`src/rtl/fsm_pkg.sv`:
```
// Shared FSM definitions: state encoding reused by the serialiser, the 101 detector and later FSM blocks.
package fsm_pkg;

  typedef enum logic [1:0] {
    IDLE  = 2'b00,
    SHIFT = 2'b01,
    GAP   = 2'b10
  } state_t;

  // Minimum number of bits needed to index 'value' distinct items.
  function automatic int unsigned clog2(input int unsigned value);
    int unsigned w;
    w = 0;
    for (int unsigned i = 0; i < 32; i++) begin
      if ((32'd1 << i) < value) w = i + 1;
    end
    return w;
  endfunction

endpackage

```
`src/rtl/shift_reg_piso.sv`:
```
// Parallel-in serial-out register; the serial bit is itself a flop and reads 0 whenever neither loading nor shifting.
module shift_reg_piso #(
  parameter int WIDTH     = 8,
  parameter int MSB_FIRST = 1
) (
  input  logic             clk,
  input  logic             reset,
  input  logic             load,
  input  logic             shift,
  input  logic [WIDTH-1:0] data,
  output logic             sout
);

  logic [WIDTH-1:0] sr;

  // The first bit leaves directly from data on load, so sr keeps only the remaining bits.
  always_ff @(posedge clk) begin
    if (reset) begin
      sr   <= '0;
      sout <= 1'b0;
    end else if (load) begin
      if (MSB_FIRST != 0) begin
        sout <= data[WIDTH-1];
        sr   <= {data[WIDTH-2:0], 1'b0};
      end else begin
        sout <= data[0];
        sr   <= {1'b0, data[WIDTH-1:1]};
      end
    end else if (shift) begin
      if (MSB_FIRST != 0) begin
        sout <= sr[WIDTH-1];
        sr   <= {sr[WIDTH-2:0], 1'b0};
      end else begin
        sout <= sr[0];
        sr   <= {1'b0, sr[WIDTH-1:1]};
      end
    end else begin
      sout <= 1'b0;
      sr   <= '0;
    end
  end

endmodule

```
`src/rtl/serial_frame_tx.sv`:
```
// Word serialiser feeding the 101 detector: valid/ready word input, one bit per clock out, optional idle gap after each word.
module serial_frame_tx #(
  parameter int WIDTH      = 8,
  parameter int MSB_FIRST  = 1,
  parameter int GAP_CYCLES = 0
) (
  input  logic             clk,
  input  logic             reset,
  input  logic [WIDTH-1:0] in_data,
  input  logic             in_valid,
  output logic             in_ready,
  output logic             sout,
  output logic             sout_valid,
  output logic             word_done,
  output logic             busy
);
  import fsm_pkg::*;

  localparam int unsigned     CNT_W    = clog2(WIDTH);
  localparam logic [CNT_W-1:0] LAST    = CNT_W'(WIDTH - 1);
  localparam logic [CNT_W-1:0] PRE_LAST = CNT_W'(WIDTH - 2);
  localparam bit              NO_GAP   = (GAP_CYCLES == 0);
  localparam logic [3:0]      GAP_LAST = NO_GAP ? 4'd0 : 4'(GAP_CYCLES - 1);

  state_t           state;
  logic [CNT_W-1:0] bit_cnt;
  logic [3:0]       gap_cnt;
  logic             last_bit;
  logic             accept;
  logic             shift;

  assign last_bit = (state == SHIFT) && (bit_cnt == LAST);
  assign in_ready = (state == IDLE) || (last_bit && NO_GAP);
  assign accept   = in_valid && in_ready;
  assign shift    = (state == SHIFT) && !last_bit;

  shift_reg_piso #(
    .WIDTH     (WIDTH),
    .MSB_FIRST (MSB_FIRST)
  ) u_piso (
    .clk   (clk),
    .reset (reset),
    .load  (accept),
    .shift (shift),
    .data  (in_data),
    .sout  (sout)
  );

  // bit_cnt indexes the bit currently on sout; word_done is raised one edge early so it lines up with the last bit.
  always_ff @(posedge clk) begin
    if (reset) begin
      state      <= IDLE;
      bit_cnt    <= '0;
      gap_cnt    <= '0;
      sout_valid <= 1'b0;
      word_done  <= 1'b0;
      busy       <= 1'b0;
    end else begin
      word_done <= shift && (bit_cnt == PRE_LAST);
      case (state)
        IDLE: begin
          if (accept) begin
            state      <= SHIFT;
            bit_cnt    <= '0;
            sout_valid <= 1'b1;
            busy       <= 1'b1;
          end
        end
        SHIFT: begin
          if (last_bit) begin
            bit_cnt <= '0;
            if (accept) begin
              sout_valid <= 1'b1;
            end else if (!NO_GAP) begin
              state      <= GAP;
              gap_cnt    <= '0;
              sout_valid <= 1'b0;
            end else begin
              state      <= IDLE;
              sout_valid <= 1'b0;
              busy       <= 1'b0;
            end
          end else begin
            bit_cnt <= bit_cnt + 1'b1;
          end
        end
        GAP: begin
          if (gap_cnt == GAP_LAST) begin
            state   <= IDLE;
            gap_cnt <= '0;
            busy    <= 1'b0;
          end else begin
            gap_cnt <= gap_cnt + 4'd1;
          end
        end
        default: begin
          state      <= IDLE;
          sout_valid <= 1'b0;
          busy       <= 1'b0;
        end
      endcase
    end
  end

endmodule

```
`config.mk`:
```
export PLATFORM = sky130hd
export DESIGN_NAME = serial_frame_tx
export DESIGN_NICKNAME = d
export VERILOG_FILES = /design/src/rtl/fsm_pkg.sv /design/src/rtl/shift_reg_piso.sv /design/src/rtl/serial_frame_tx.sv
export SDC_FILE = /design/constraint.sdc
export NUM_CORES = 1
export LEC_CHECK = 0
export BUFFER_PORTS_ARGS = -buffer_cell sky130_fd_sc_hd__buf_4
export CORE_MARGIN = 2
export CORE_UTILIZATION = 42
export DETAILED_ROUTE_END_ITERATION = 10
export PLACE_DENSITY_LB_ADDON = 0.12
export SKIP_CTS_REPAIR_TIMING = 1
export SYNTH_ARGS = -nofsm -noshare
export SYNTH_HDL_FRONTEND = slang
export SYNTH_SLANG_ARGS = --single-unit
```
`constraint.sdc`:
```
create_clock -name clk -period 2 [get_ports clk]
set_clock_uncertainty 0.2 [all_clocks]
set_input_delay 0.4 -clock clk [delete_from_list [all_inputs] [get_ports clk]]
set_output_delay 0.4 -clock clk [all_outputs]
set_load 0.01 [all_outputs]
```
# [Yosys cells after proc, flatten, opt, wreduce, memory -nomap -nowiden]
# Cells that the tools add are included.
[classes] add_sub_neg=2 mul=0 div_mod_pow=0 magnitude_cmp=0 eq_ne=8 shift=0 muxes=21 bitwise_logic=1 reduce_logical=13
[ops] cell="8-bit 2-to-1 mux" count=2
[ops] cell="1-bit 2-to-1 mux" count=8
[ops] cell="2-bit 2-to-1 mux" count=4
[ops] cell="2-bit != test, second input constant" count=4
[ops] cell="3-bit equality test, second input constant" count=2
[ops] cell="3-bit 2-to-1 mux" count=2
[ops] cell="1-bit one-hot mux with 3 select lines" count=2
[ops] cell="2-bit one-hot mux with 3 select lines" count=1
[ops] cell="3-bit one-hot mux with 2 select lines" count=1
[ops] cell="4-bit by 1-bit adder with 4-bit output, second input constant" count=1
[ops] cell="1-bit logical AND" count=4
[ops] cell="4-bit logical NOT" count=1
[ops] cell="4-bit 2-to-1 mux" count=1
[ops] cell="4-bit AND reduction" count=1
[ops] cell="3-bit by 1-bit adder with 3-bit output, second input constant" count=1
[ops] cell="3-bit AND reduction" count=1
[ops] cell="2-bit by 1-bit equality test with 1-bit output, second input constant" count=1
[ops] cell="2-bit equality test, second input constant" count=1
[ops] cell="2-bit logical NOT" count=1
[ops] cell="2-bit AND reduction" count=1
[ops] cell="2-bit nonzero test" count=1
[ops] cell="2-bit OR reduction" count=1
[ops] cell="1-bit logical NOT" count=1
[ops] cell="1-bit logical OR" count=1
[ops] cell="1-bit NOT" count=1
[totals] reg_bits=21 latch_bits=0 ramBits=0 mem_bits_ro=0 input_bits=11 output_inout_bits=5 elab_cells=54 memories=0

# [Logic depth before layout (Yosys ltp)]
# Gate-level depths: netlist (run 1).
[depth] ltp_word=7 ltp_mapped=9 mapped_depth_nobuf=8

# [Modules after synthesis]
# From an unflattened synthesis (run 1), not the netlist that was laid out.
[unflattened] hier_cells=65 hier_area_um2=630.6
[by_module_without_submodules] module="serial_frame_tx" n_inst=1 cells_each=34 area_per_inst_um2=335.3 seq_area_each_um2=120.1
[by_module_without_submodules] module="shift_reg_piso" n_inst=1 cells_each=31 area_per_inst_um2=295.3 seq_area_each_um2=160.2

# [Worst setup path before layout (run 1)]
# OpenSTA, ideal clock, no wires.
[synth_path] path_type="register to register" from="register bit_cnt[1]" to="register state[0]" setup_time_ns=0.129 arrival_ns=1.560 required_ns=1.671 path_slack_ns=0.112 path_stages_with_launch=10 n_path_buf=1 synth_period_minus_slack_ns=1.888 cell_sequence="dfxtp_1 -> ha_1 -> ha_1 -> and2b_1 -> buf_6 -> inv_4 -> nand2_1 -> ha_1 -> mux2i_1 -> nor2_1"
[synth_between] elab_chain_cells=6 word_cells_on_any_way=8 cone_classes="4 x eq/ne; 4 x reduce/logical"
[synth_rtl] item="start: declaration" line_no="serial_frame_tx.sv:26" source="logic [CNT_W-1:0] bit_cnt;"
[synth_rtl] item="start signal: assignment" line_no="serial_frame_tx.sv:84" source="bit_cnt <= bit_cnt + 1'b1;"
[synth_rtl] item="3-bit equality test (*)" line_no="serial_frame_tx.sv:32" source="assign last_bit = (state == SHIFT) && (bit_cnt == LAST);"
[synth_rtl] item="1-bit logical AND (*)" line_no="serial_frame_tx.sv:32"
[synth_rtl] item="1-bit logical OR" line_no="serial_frame_tx.sv:33" source="assign in_ready = (state == IDLE) || (last_bit && NO_GAP);"
[synth_rtl] item="1-bit logical AND" line_no="serial_frame_tx.sv:34" source="assign accept = in_valid && in_ready;"
[synth_rtl] item="2-bit != test (no source line)"
[synth_rtl] item="4-bit AND reduction (no source line) (*)"
[synth_rtl] item="end signal: assignment" line_no="serial_frame_tx.sv:52" source="state <= IDLE;"
[synth_rtl] item="end signal: assignment" line_no="serial_frame_tx.sv:63" source="state <= SHIFT;"
[synth_rtl] item="end signal: assignment" line_no="serial_frame_tx.sv:75" source="state <= GAP;"
[synth_rtl] item="end: declaration" line_no="serial_frame_tx.sv:25" source="state_t state;"
# Mark *: on every way between the ends. The rest lies on a longest branch, timed or not.
# A chain may end at the register's enable or synchronous reset.

# [Worst setup path after layout (run 1)]
[layout_path] from="register bit_cnt[1]" to="output in_ready"
[layout_between] elab_chain_cells=3
[layout_rtl] item="3-bit equality test" line_no="serial_frame_tx.sv:32"
[layout_rtl] item="1-bit logical AND" line_no="serial_frame_tx.sv:32"
[layout_rtl] item="1-bit logical OR" line_no="serial_frame_tx.sv:33"
[layout_rtl] item="end: declaration" line_no="serial_frame_tx.sv:11" source="output logic in_ready,"
# Every way passes these cells.

==> results by group, run 1 <==
Status
  – Result of the run: finished, final reports clean

Setup path
  – Worst EP required: 1400 ps
  – Critical-path top delay cell: dfxtp_2
  – Worst-path maximum fanout: 4
  – Crit Path Category: flip-flop to output pin
  – CP bufs+invs: 2
  – Peak per-stage delay on the critical path: around 350 ps
  – Crit. End Element: output pin
  – Critical path's top delay family: flip-flops
  – CP dominant cell by count: ha_4
  – CP Cell Sequence: ha_4 > ha_4 > and2b_2 > inv_4 > buf_4
  – CP startpoint kind: flip-flop
  – Worst path arrival time: ~1400 ps

Finish
  – Ant. Diodes: 0
  – NumNets Final: around 100
  – Syn-to-layout area delta: 26.3%
  – FILL cells: ~140
  – Most common cell after layout, fill and taps aside: buf_4
  – Share of layout cells above drive strength 1: between 40% and 50%
  – Post-route cell area: 806 sq um
  – Highest-count cells in the layout ignoring fill and taps: buf_4 (19), dfxtp_1 (12), nand2_1 (11), a21oi_1 (7), nand3_1 (5)

STA
  – WHS: about 180 ps
  – Slew margin rel.: 86.6%
  – Slew Viols, Final: 0
  – Fmax: 511 MHz
  – Final period util: between 90 and 100%
  – Final hold violations: 0
  – Final setup violation count: 0
  – Tmin final: 1960 ps
  – Worst-margin pin slew: roughly 200 ps

Global routing
  – First-pass GRT wire length: 1.93 mm
  – Number of global-route vias before repair: roughly 430
  – Initial antenna violation count: 0
  – Grt ovf: 0
  – GRT Util Overall: 14.8%
  – Largest net degree at the start of global routing: 15

Detailed routing
  – Routed via count: 479
  – Pre-antenna DRT Iters: 4
  – Drt drc: 0
  – Antenna Violating Nets Remaining: 0
  – Vias per inst: approximately 4.7
  – Iteration-0 DRC count of the detailed router: 7
  – Final Routed Wirelength: roughly 1.2 mm
  – WL/cell: 11.7 um

Synth
  – Post-synth EDFFs: 0
  – Ys flop type: dfxtp_1
  – Syn Inst Count: 67
  – Post-synthesis cell area: between 600 and 700 sq um
  – Share of synthesized flip-flops with an asynchronous set or reset: 0%
  – Average cell area after synthesis: between 9 and 10 sq um
  – Synthesized net count: 82
  – Register bit count reported by yosys: 14
  – Seq/Total Area, Yosys: 43.9%
  – Yosys cell types: 22
  – Synth warn: 0

Placement
  – Final HPWL DP: 763 um
  – Post-DP Area: between 700 and 800 sq um
  – PortBufs: 15
  – Global placement routability congestion: roughly 0.68

Pwr
  – PnR Total Power: about 690 uW
  – VDD IR max: 0.000401 V
  – Pwr per Cell Area: approximately 860 nW/um^2
  – Static leakage: roughly 0.33 nW

Die
  – DIE AREA: around 1800 sq um
  – Die extent in y: ~43 um
  – Starting Density: 43.4%
  – Die width: 43.0 um
  – # IOs: 16
  – Rows: 14
  – CORE AREA: 1470 sq um

Job
  – Number of max-cap violations: 0

Clock tree
  – Maximum buffer depth of the clock tree: 2
  – Clk root buf: clkbuf_4
  – Clock Latency Late Sink: ~280 ps
  – CTS tree: yes
  – Reg clk slew, reported paths: 90 ps
  – CTS Buf Count: 3
  – Clk sinks: 14
  – H-tree lvl count: 1

Hold path
  – Hold Crit Class: primary input to flip-flop
-- per-layer routing --
layer / wire [um] / track usage, % / share of wire (%)
met1: 606 / 21.1 / 51
met2: 500 / 18.5 / 42
met4: 13 / 10.9 / 1.1
met3: 61 / 4.26 / 5.2
met5: 0 / 0 / 0
-- final timing paths --
kind / start / endpoint / slack (ps) / cells after the start
min: in_data[3] / u_piso.sr[4]$_SDFF_PP0_ / 180 / 3
max reg2reg: bit_cnt[1]$_SDFFE_PP0P_ / state[0]$_SDFFE_PP0P_ / 170 / 8
min reg2reg: u_piso.sr[3]$_SDFF_PP0_ / u_piso.sr[4]$_SDFF_PP0_ / 240 / 2
max: bit_cnt[1]$_SDFFE_PP0P_ / in_ready / 40 / 5
-- worst min-delay path, cell delays in order --
cell and delay (ps):
buf_4 110, nand3_2 50, a21oi_1 50
-- synthesized netlist by cell type (2+ instances only) --
library cell | n | area share (%)
a21oi_1 | 7 | 5.5
buf_6 | 2 | 3.5
dfxtp_1 | 14 | 44
ha_1 | 4 | 7.8
inv_1 | 3 | 1.8
nand2_1 | 11 | 6.5
nand3_1 | 5 | 3.9
nand3_2 | 2 | 3.1
nor2_1 | 4 | 2.4
nor3b_1 | 2 | 2.4
o32a_2 | 2 | 3.5
-- sequential cells by signal, indices dropped and copies added, names as in the netlist --
register and flops:
state 1, sout_valid 1, u_piso.sout 1, word_done 1, u_piso.sr 7, bit_cnt 3
-- through the flow --
| step | instances | util, % | setup WS, ps | TNS [ps] |
|---|---|---|---|---|
| floorplan | 67 | - | 112 | 0 |
| global placement | 96 | 49.8 | 150 | 0 |
| detailed placement | 96 | 49.8 | 103 | 0 |
| CTS | 100 | 52.3 | -85.4 | -85.4 |
| global route | 101 | 54.8 | -6.15 | -6.15 |
| finish | 101 | 54.8 | 41.8 | 0 |
-- cell type report --
type	instances	area, sq um	share of cell area [%]
repair buffers	19	143	17.7
inverters	4	17.5	2.17
multi-input cells	44	307	38.0
flip-flops and latches	14	283	35.1
well taps	16	20.0	2.48
clock buffers	4	36.3	4.50
-- where the power goes --
group / switching (mW) / total, mW / internal (mW)
combinational: 0.0872 / 0.170 / 0.0833
sequential: 0.0116 / 0.314 / 0.303
clock: 0.0952 / 0.206 / 0.111
-- cells by family (layout without fill, tap and decap cells) --
logic type / count (synthesis) / after routing / share of synthesized area, %
AOI/OAI and AO/OA: 11 / 11 / 11.6
adders and majority gates: 4 / 4 / 7.84
muxes: 2 / 2 / 3.33
buffers and inverters: 9 / 27 / 12.2
and+or+nand+nor: 27 / 27 / 21.2
DFF: 14 / 14 / 43.9
No activity file was read; power rests on OpenSTA's default activity.
==> run 2, diff against run 1 <==
Settings changed: CORE_UTILIZATION 42 to 44, CTS_CLUSTER_SIZE set to 12, SETUP_SLACK_MARGIN set to 0.05.
==> run 2 against run 1 <==
Effect of this change: critical path depth did not move; sequential cell count did not move; sequential power barely moved; register-to-register slack barely moved; non-clock buffer count rose by 4; first-iteration DRC count fell by 14%; utilization rose by 8.1 points; clock-buffer cell count did not move.
==> results by group, run 2 (synthesis results as in run 1) <==
Status
  – Result of the run: finished, final reports clean

Placement
  – Cell Count Post-Placement: 95 (-1.0%)
  – Final HPWL DP: 815 um (+6.8%)
  – Setup WS pre-CTS: 109 ps (+6.27 ps)
  – Post-DP Area: 732 sq um (-0.17%)
  – PortBufs: 15 (unchanged)
  – Global placement routability congestion: 0.691 (+1.8%)

Finish
  – NumNets Final: 105 (+4.0%)
  – Share of layout cells above drive strength 1: 44.9% (+2.6 points)
  – Most common cell after layout, fill and taps aside: buf_4
  – Max reg flops: 7 (unchanged)
  – Highest-count cells in the layout ignoring fill and taps: buf_4 (22), dfxtp_1 (12), nand2_1 (11), a21oi_1 (7), nand3_1 (5)
  – Top Registers: u_piso.sr: 7 flops, bit_cnt: 3 flops
  – Syn-to-layout area delta: 31.4%
  – Final non-filler cell total: 104 (+3.0%)
  – Most flops, register: u_piso.sr
  – Ant. Diodes: 0 (unchanged)
  – Post-route cell area: 838 sq um (+4.0%)
  – FILL cells: 137 (-4.9%)

Pwr
  – PnR Total Power: 712 uW (+3.0%)
  – Pwr per Cell Area: 849 nW/um^2 (-0.98%)
  – VDD IR max: 0.000444 V (+11%)
  – Static leakage: 0.354 nW (+6.8%)

Global routing
  – GR Util met1: 17.6% (-3.5 points)
  – Global routing usage on met3: 5.17% (+0.92 points)
  – Grt met2 use: 23.1% (+4.6 points)
  – GRT Util Overall: 15.2% (+0.42 points)
  – Grt ovf: 0 (unchanged)
  – Initial antenna violation count: 0 (unchanged)
  – Largest net degree at the start of global routing: 15 (unchanged)
  – Number of global-route vias before repair: 456 (+6.8%)
  – First-pass GRT wire length: 1.97 mm (+2.1%)
  – Global route hottest layer: met2

Die
  – Rows: 13 (-1)
  – CORE AREA: 1330 sq um (-9.4%)
  – DIE AREA: 1770 sq um (-4.1%)
  – Starting Density: 47.8% (+4.5 points)
  – Die extent in y: 42.1 um (-2.1%)
  – Die width: 42.1 um (-2.1%)
  – # IOs: 16 (unchanged)

STA
  – Tmin final: 1950 ps (-6.76 ps)
  – RSZ-0062 raised after global routing: yes
  – Final setup violation count: 0 (unchanged)
  – Final hold violations: 0 (unchanged)
  – Worst-margin pin slew: 186 ps (-14.3 ps)
  – Post-Route Setup TNS: 0 ps (unchanged)
  – Fmax: 512 MHz (+0.35%)
  – Final period util: 97.6% (-0.34 points)
  – Fin worst setup slack: 48.6 ps (+6.76 ps)
  – Slew Viols, Final: 0 (unchanged)
  – Slew margin rel.: 87.6% (+0.96 points)

Setup path
  – Worst-path maximum fanout: 4 (unchanged)
  – Crit. End Element: output pin
  – Worst path arrival time: 1350 ps (about the same)
  – CP startpoint kind: flip-flop
  – Worst EP required: 1400 ps (about the same)
  – Crit Path Category: flip-flop to output pin

Clock tree
  – Clock Latency Late Sink: 280 ps (about the same)
  – Clk sinks: 14 (unchanged)
  – Clk root buf: clkbuf_4
  – CTS Buf Count: 3 (unchanged)
  – H-tree lvl count: 1 (unchanged)
  – Maximum buffer depth of the clock tree: 2 (unchanged)
  – CTS tree: yes
  – Reg clk slew, reported paths: 90 ps (about the same)

Detailed routing
  – Antenna Violating Nets Remaining: 0 (unchanged)
  – Vias per inst: 5.03 (+6.0%)
  – Iteration-0 DRC count of the detailed router: 6 (-1)
  – Drt drc: 0 (unchanged)
  – WL/cell: 12.5 um (+7.1%)
  – Final Routed Wirelength: 1.30 mm (+10%)
  – Routed via count: 523 (+9.2%)
  – Pre-antenna DRT Iters: 2 (-2)

Job
  – Number of max-cap violations: 0 (unchanged)

Hold path
  – Hold Crit Class: primary input to flip-flop
-- run 2: routing by layer --
layer	wire length [um]	share of wire, %	up-vias
li1	-	-	266
met3	91	7.0	2
met2	618	47	13
met4	14	1.1	0
met1	580	44	242
met5	0	0	-
-- run 2: final cells by class --
type | count | area, sq um | area share [%]
multi-input cells | 44 | 307 | 36.6
well taps | 15 | 18.8 | 2.24
repair buffers | 23 | 176 | 21.0
inverters | 4 | 17.5 | 2.09
clock buffers | 4 | 36.3 | 4.33
flip-flops and latches | 14 | 283 | 33.7
-- run 2: power by group --
part           total, mW  switching, mW  internal (mW)
clock network      0.204         0.0934          0.111
registers          0.314         0.0110          0.303
logic              0.194         0.0961         0.0978
-- run 2: worst max-delay path: stages (launching register included) --
cell and delay [ps]:
dfxtp_2 340, ha_4 170, ha_4 160, and2b_2 240, inv_4 40, buf_6 110
-- run 2: metrics by stage --
stage                     hold slack (ps)  utilization (%)
after detailed placement              231             54.9
after CTS                             167             57.6
after global placement                222             54.9
after floorplan                       217                -
final                                 179             62.9
after global routing                  167             62.9
-- run 2: worst paths after layout --
path,startpoint,end,depth (start not counted),slack (ps)
min reg2reg,u_piso.sr[5]$_SDFF_PP0_,u_piso.sr[6]$_SDFF_PP0_,2,240
max reg2reg,bit_cnt[0]$_SDFFE_PP0P_,state[0]$_SDFFE_PP0P_,8,160
max,bit_cnt[0]$_SDFFE_PP0P_,in_ready,5,50
min,in_data[4],u_piso.sr[5]$_SDFF_PP0_,3,180
==> run 3, diff against run 2 <==
--- a/config.mk
+++ b/config.mk
@@ -9,4 +9,5 @@
 export CORE_MARGIN = 2
 export CORE_UTILIZATION = 44
+export CTS_CLUSTER_DIAMETER = 30
 export CTS_CLUSTER_SIZE = 12
 export DETAILED_ROUTE_END_ITERATION = 10
@@ -17,2 +18,3 @@
 export SYNTH_HDL_FRONTEND = slang
 export SYNTH_SLANG_ARGS = --single-unit
+export TNS_END_PERCENT = 10
==> constraint.sdc (replaced) <==
create_clock -name clk -period 2 [get_ports clk]
set_clock_uncertainty 0.2 [all_clocks]
set_input_delay 0.4 -clock clk [delete_from_list [all_inputs] [get_ports clk]]
set_output_delay 0.4 -clock clk [all_outputs]
set_load 0.1 [all_outputs]
==> run 3 against run 2 <==
Effect of this change: the run now ends with setup timing left; utilization decreased by 0.56 points; combinational power increased by 37%; sequential cell count unchanged; worst hold slack about the same; sequential power increased by 4%; register-to-register slack about the same; clock power about the same; sequential share of layout area increased by 1.1 points; largest cell class unchanged.
==> results by group, run 3 (synthesis results as in run 1) <==
Finish
  – Syn-to-layout area delta: 30.2%
  – NumNets Final: 102 (-2.9%)
  – Highest-count cells in the layout ignoring fill and taps: buf_4 (19), nand2_1 (11), dfxtp_1 (11), a21oi_1 (7), nand3_1 (5)
  – Max reg flops: 7 (unchanged)
  – Final non-filler cell total: 101 (-2.9%)
  – FILL cells: 121 (-12%)
  – Post-route cell area: 831 sq um (-0.90%)
  – Most flops, register: u_piso.sr
  – Ant. Diodes: 0 (unchanged)
  – Top Registers: u_piso.sr: 7 flops, bit_cnt: 3 flops
  – Share of layout cells above drive strength 1: 44.2% (-0.76 points)
  – Most common cell after layout, fill and taps aside: buf_4

Die
  – Die width: 42.1 um (unchanged)
  – CORE AREA: 1330 sq um (unchanged)
  – Die extent in y: 42.1 um (unchanged)
  – # IOs: 16 (unchanged)
  – Starting Density: 47.8% (unchanged)
  – Rows: 13 (unchanged)
  – DIE AREA: 1770 sq um (unchanged)

Detailed routing
  – Antenna Violating Nets Remaining: 0 (unchanged)
  – Pre-antenna DRT Iters: 3 (+1)
  – Drt drc: 0 (unchanged)
  – WL/cell: 13.1 um (+4.8%)
  – Routed via count: 520 (-0.57%)
  – Final Routed Wirelength: 1.33 mm (+1.8%)
  – Vias per inst: 5.15 (+2.4%)
  – Iteration-0 DRC count of the detailed router: 8 (+2)

Global routing
  – Grt ovf: 0 (unchanged)
  – Largest net degree at the start of global routing: 15 (unchanged)
  – First-pass GRT wire length: 1.97 mm (unchanged)
  – GRT Util Overall: 14.9% (-0.28 points)
  – Initial antenna violation count: 0 (unchanged)
  – Number of global-route vias before repair: 428 (-6.1%)

Setup path
  – CP dominant cell by count: ha_4
  – Critical-path top delay cell: dfxtp_4
  – Worst-path maximum fanout: 3 (-1)
  – Crit Path Category: flip-flop to output pin
  – Critical path's top delay family: flip-flops
  – Worst EP required: 1400 ps (about the same)
  – Crit. End Element: output pin
  – CP bufs+invs: 2 (unchanged)
  – CP Cell Sequence: ha_4 > ha_4 > and2b_2 > inv_4 > buf_12
  – Peak per-stage delay on the critical path: 370 ps (+30 ps)
  – CP startpoint kind: flip-flop
  – Worst path arrival time: 1400 ps (+50 ps)

Placement
  – Cell Count Post-Placement: 94 (-1.1%)
  – PortBufs: 15 (unchanged)
  – Global placement routability congestion: 0.672 (-2.7%)
  – Post-DP Area: 728 sq um (-0.51%)
  – Final HPWL DP: 781 um (-4.2%)

STA
  – WHS: 179 ps (-0.0990 ps)
  – Slew margin rel.: 81.6% (-6.0 points)
  – Worst-margin pin slew: 279 ps (+92.5 ps)
  – Slew Viols, Final: 0 (unchanged)
  – Fin worst setup slack: -2.36 ps (-50.9 ps)
  – Tmin final: 2000 ps (+50.9 ps)
  – Final period util: 100% (+2.5 points)
  – Final setup violation count: 1 (+1)
  – Fmax: 499 MHz (-2.5%)
  – Final hold violations: 0 (unchanged)
  – RSZ-0062 raised after global routing: yes

Pwr
  – Int Power: 509 uW (-0.42%)
  – VDD IR max: 0.000542 V (+22%)
  – Comb pwr share: 33.4% (+6.2 points)
  – Static leakage: 0.343 nW (-3.1%)
  – Switching Share: 36.1% (+7.9 points)
  – Reg power frac: 40.9% (-3.2 points)
  – Clock power frac: 25.7% (-3.0 points)
  – Pwr per Cell Area: 959 nW/um^2 (+13%)
  – Switching power: 288 uW (+43%)

Job
  – Number of max-cap violations: 0 (unchanged)

Hold path
  – Hold Crit Class: primary input to flip-flop

Status
  – Result of the run: finished with violations
  – Failing checks: setup timing

Clock tree
  – CTS Buf Count: 3 (unchanged)
  – H-tree lvl count: 1 (unchanged)
  – CTS tree: yes
  – Clock Latency Late Sink: 280 ps (about the same)
  – Reg clk slew, reported paths: 90 ps (about the same)
  – Clk sinks: 14 (unchanged)
  – Maximum buffer depth of the clock tree: 2 (unchanged)
  – Clk root buf: clkbuf_4
-- run 3: cell count changes in the layout (fill, tap and decap cells not counted) --
cell | previous run | this run
buf_12 | 0 | 1
buf_4 | 22 | 19
buf_6 | 1 | 0
dfxtp_4 | 0 | 2
dfxtp_2 | 2 | 1
dfxtp_1 | 12 | 11
-- run 3: layout make-up --
type	instances	area, sq um	share of cell area [%]
Tap cell	15	18.8	2.26
Sequential cell	14	289	34.8
Multi-Input combinational cell	44	307	36.9
Inverter	4	17.5	2.11
Timing Repair Buffer	20	163	19.6
Clock buffer	4	36.3	4.37
-- run 3: metrics by stage --
step / power [mW] / TNS (ps) / utilization, % / setup WS (ps)
finish: 0.797 / -2.36 / 62.3 / -2.36
global route: 0.843 / -50.0 / 62.3 / -50.0
CTS: 0.783 / -183 / 57.3 / -183
detailed placement: 0.576 / 0 / 54.6 / 124
global placement: 0.572 / 0 / 54.6 / 156
floorplan: 0.544 / 0 / - / 112
-- run 3: power by group through the flow --
stage          combinational (mW)  sequential (mW)  clock (mW)
5_1_grt                     0.286            0.329       0.227
4_1_cts                     0.247            0.323       0.213
6_report                    0.266            0.326       0.205
3_5_place_dp                0.246            0.330           0
3_3_place_gp                0.244            0.328           0
2_1_floorplan               0.161            0.383           0
-- run 3: worst min-delay path, stage by stage --
cell     delay (ps)
buf_4           110
nand3_2          60
a21oi_2          50
-- run 3: path summary, 6_finish.rpt --
kind              cells past startpoint               startpoint                       to  slack [ps]
setup reg to reg                      8  bit_cnt[1]$_SDFFE_PP0P_    state[0]$_SDFFE_PP0P_         170
hold reg to reg                       2  u_piso.sr[3]$_SDFF_PP0_  u_piso.sr[4]$_SDFF_PP0_         240
hold / removal                        3               in_data[4]  u_piso.sr[5]$_SDFF_PP0_         180
setup / recovery                      5  bit_cnt[1]$_SDFFE_PP0P_                 in_ready          -2
-- run 3: routing by layer --
metal | vias to the layer above | GRT usage [%] | wire length, um
li1 | 264 | - | -
met3 | 2 | 3.45 | 82
met5 | - | 0 | 0
met1 | 241 | 19.9 | 603
met4 | 0 | 9.38 | 14
met2 | 13 | 21.6 | 626
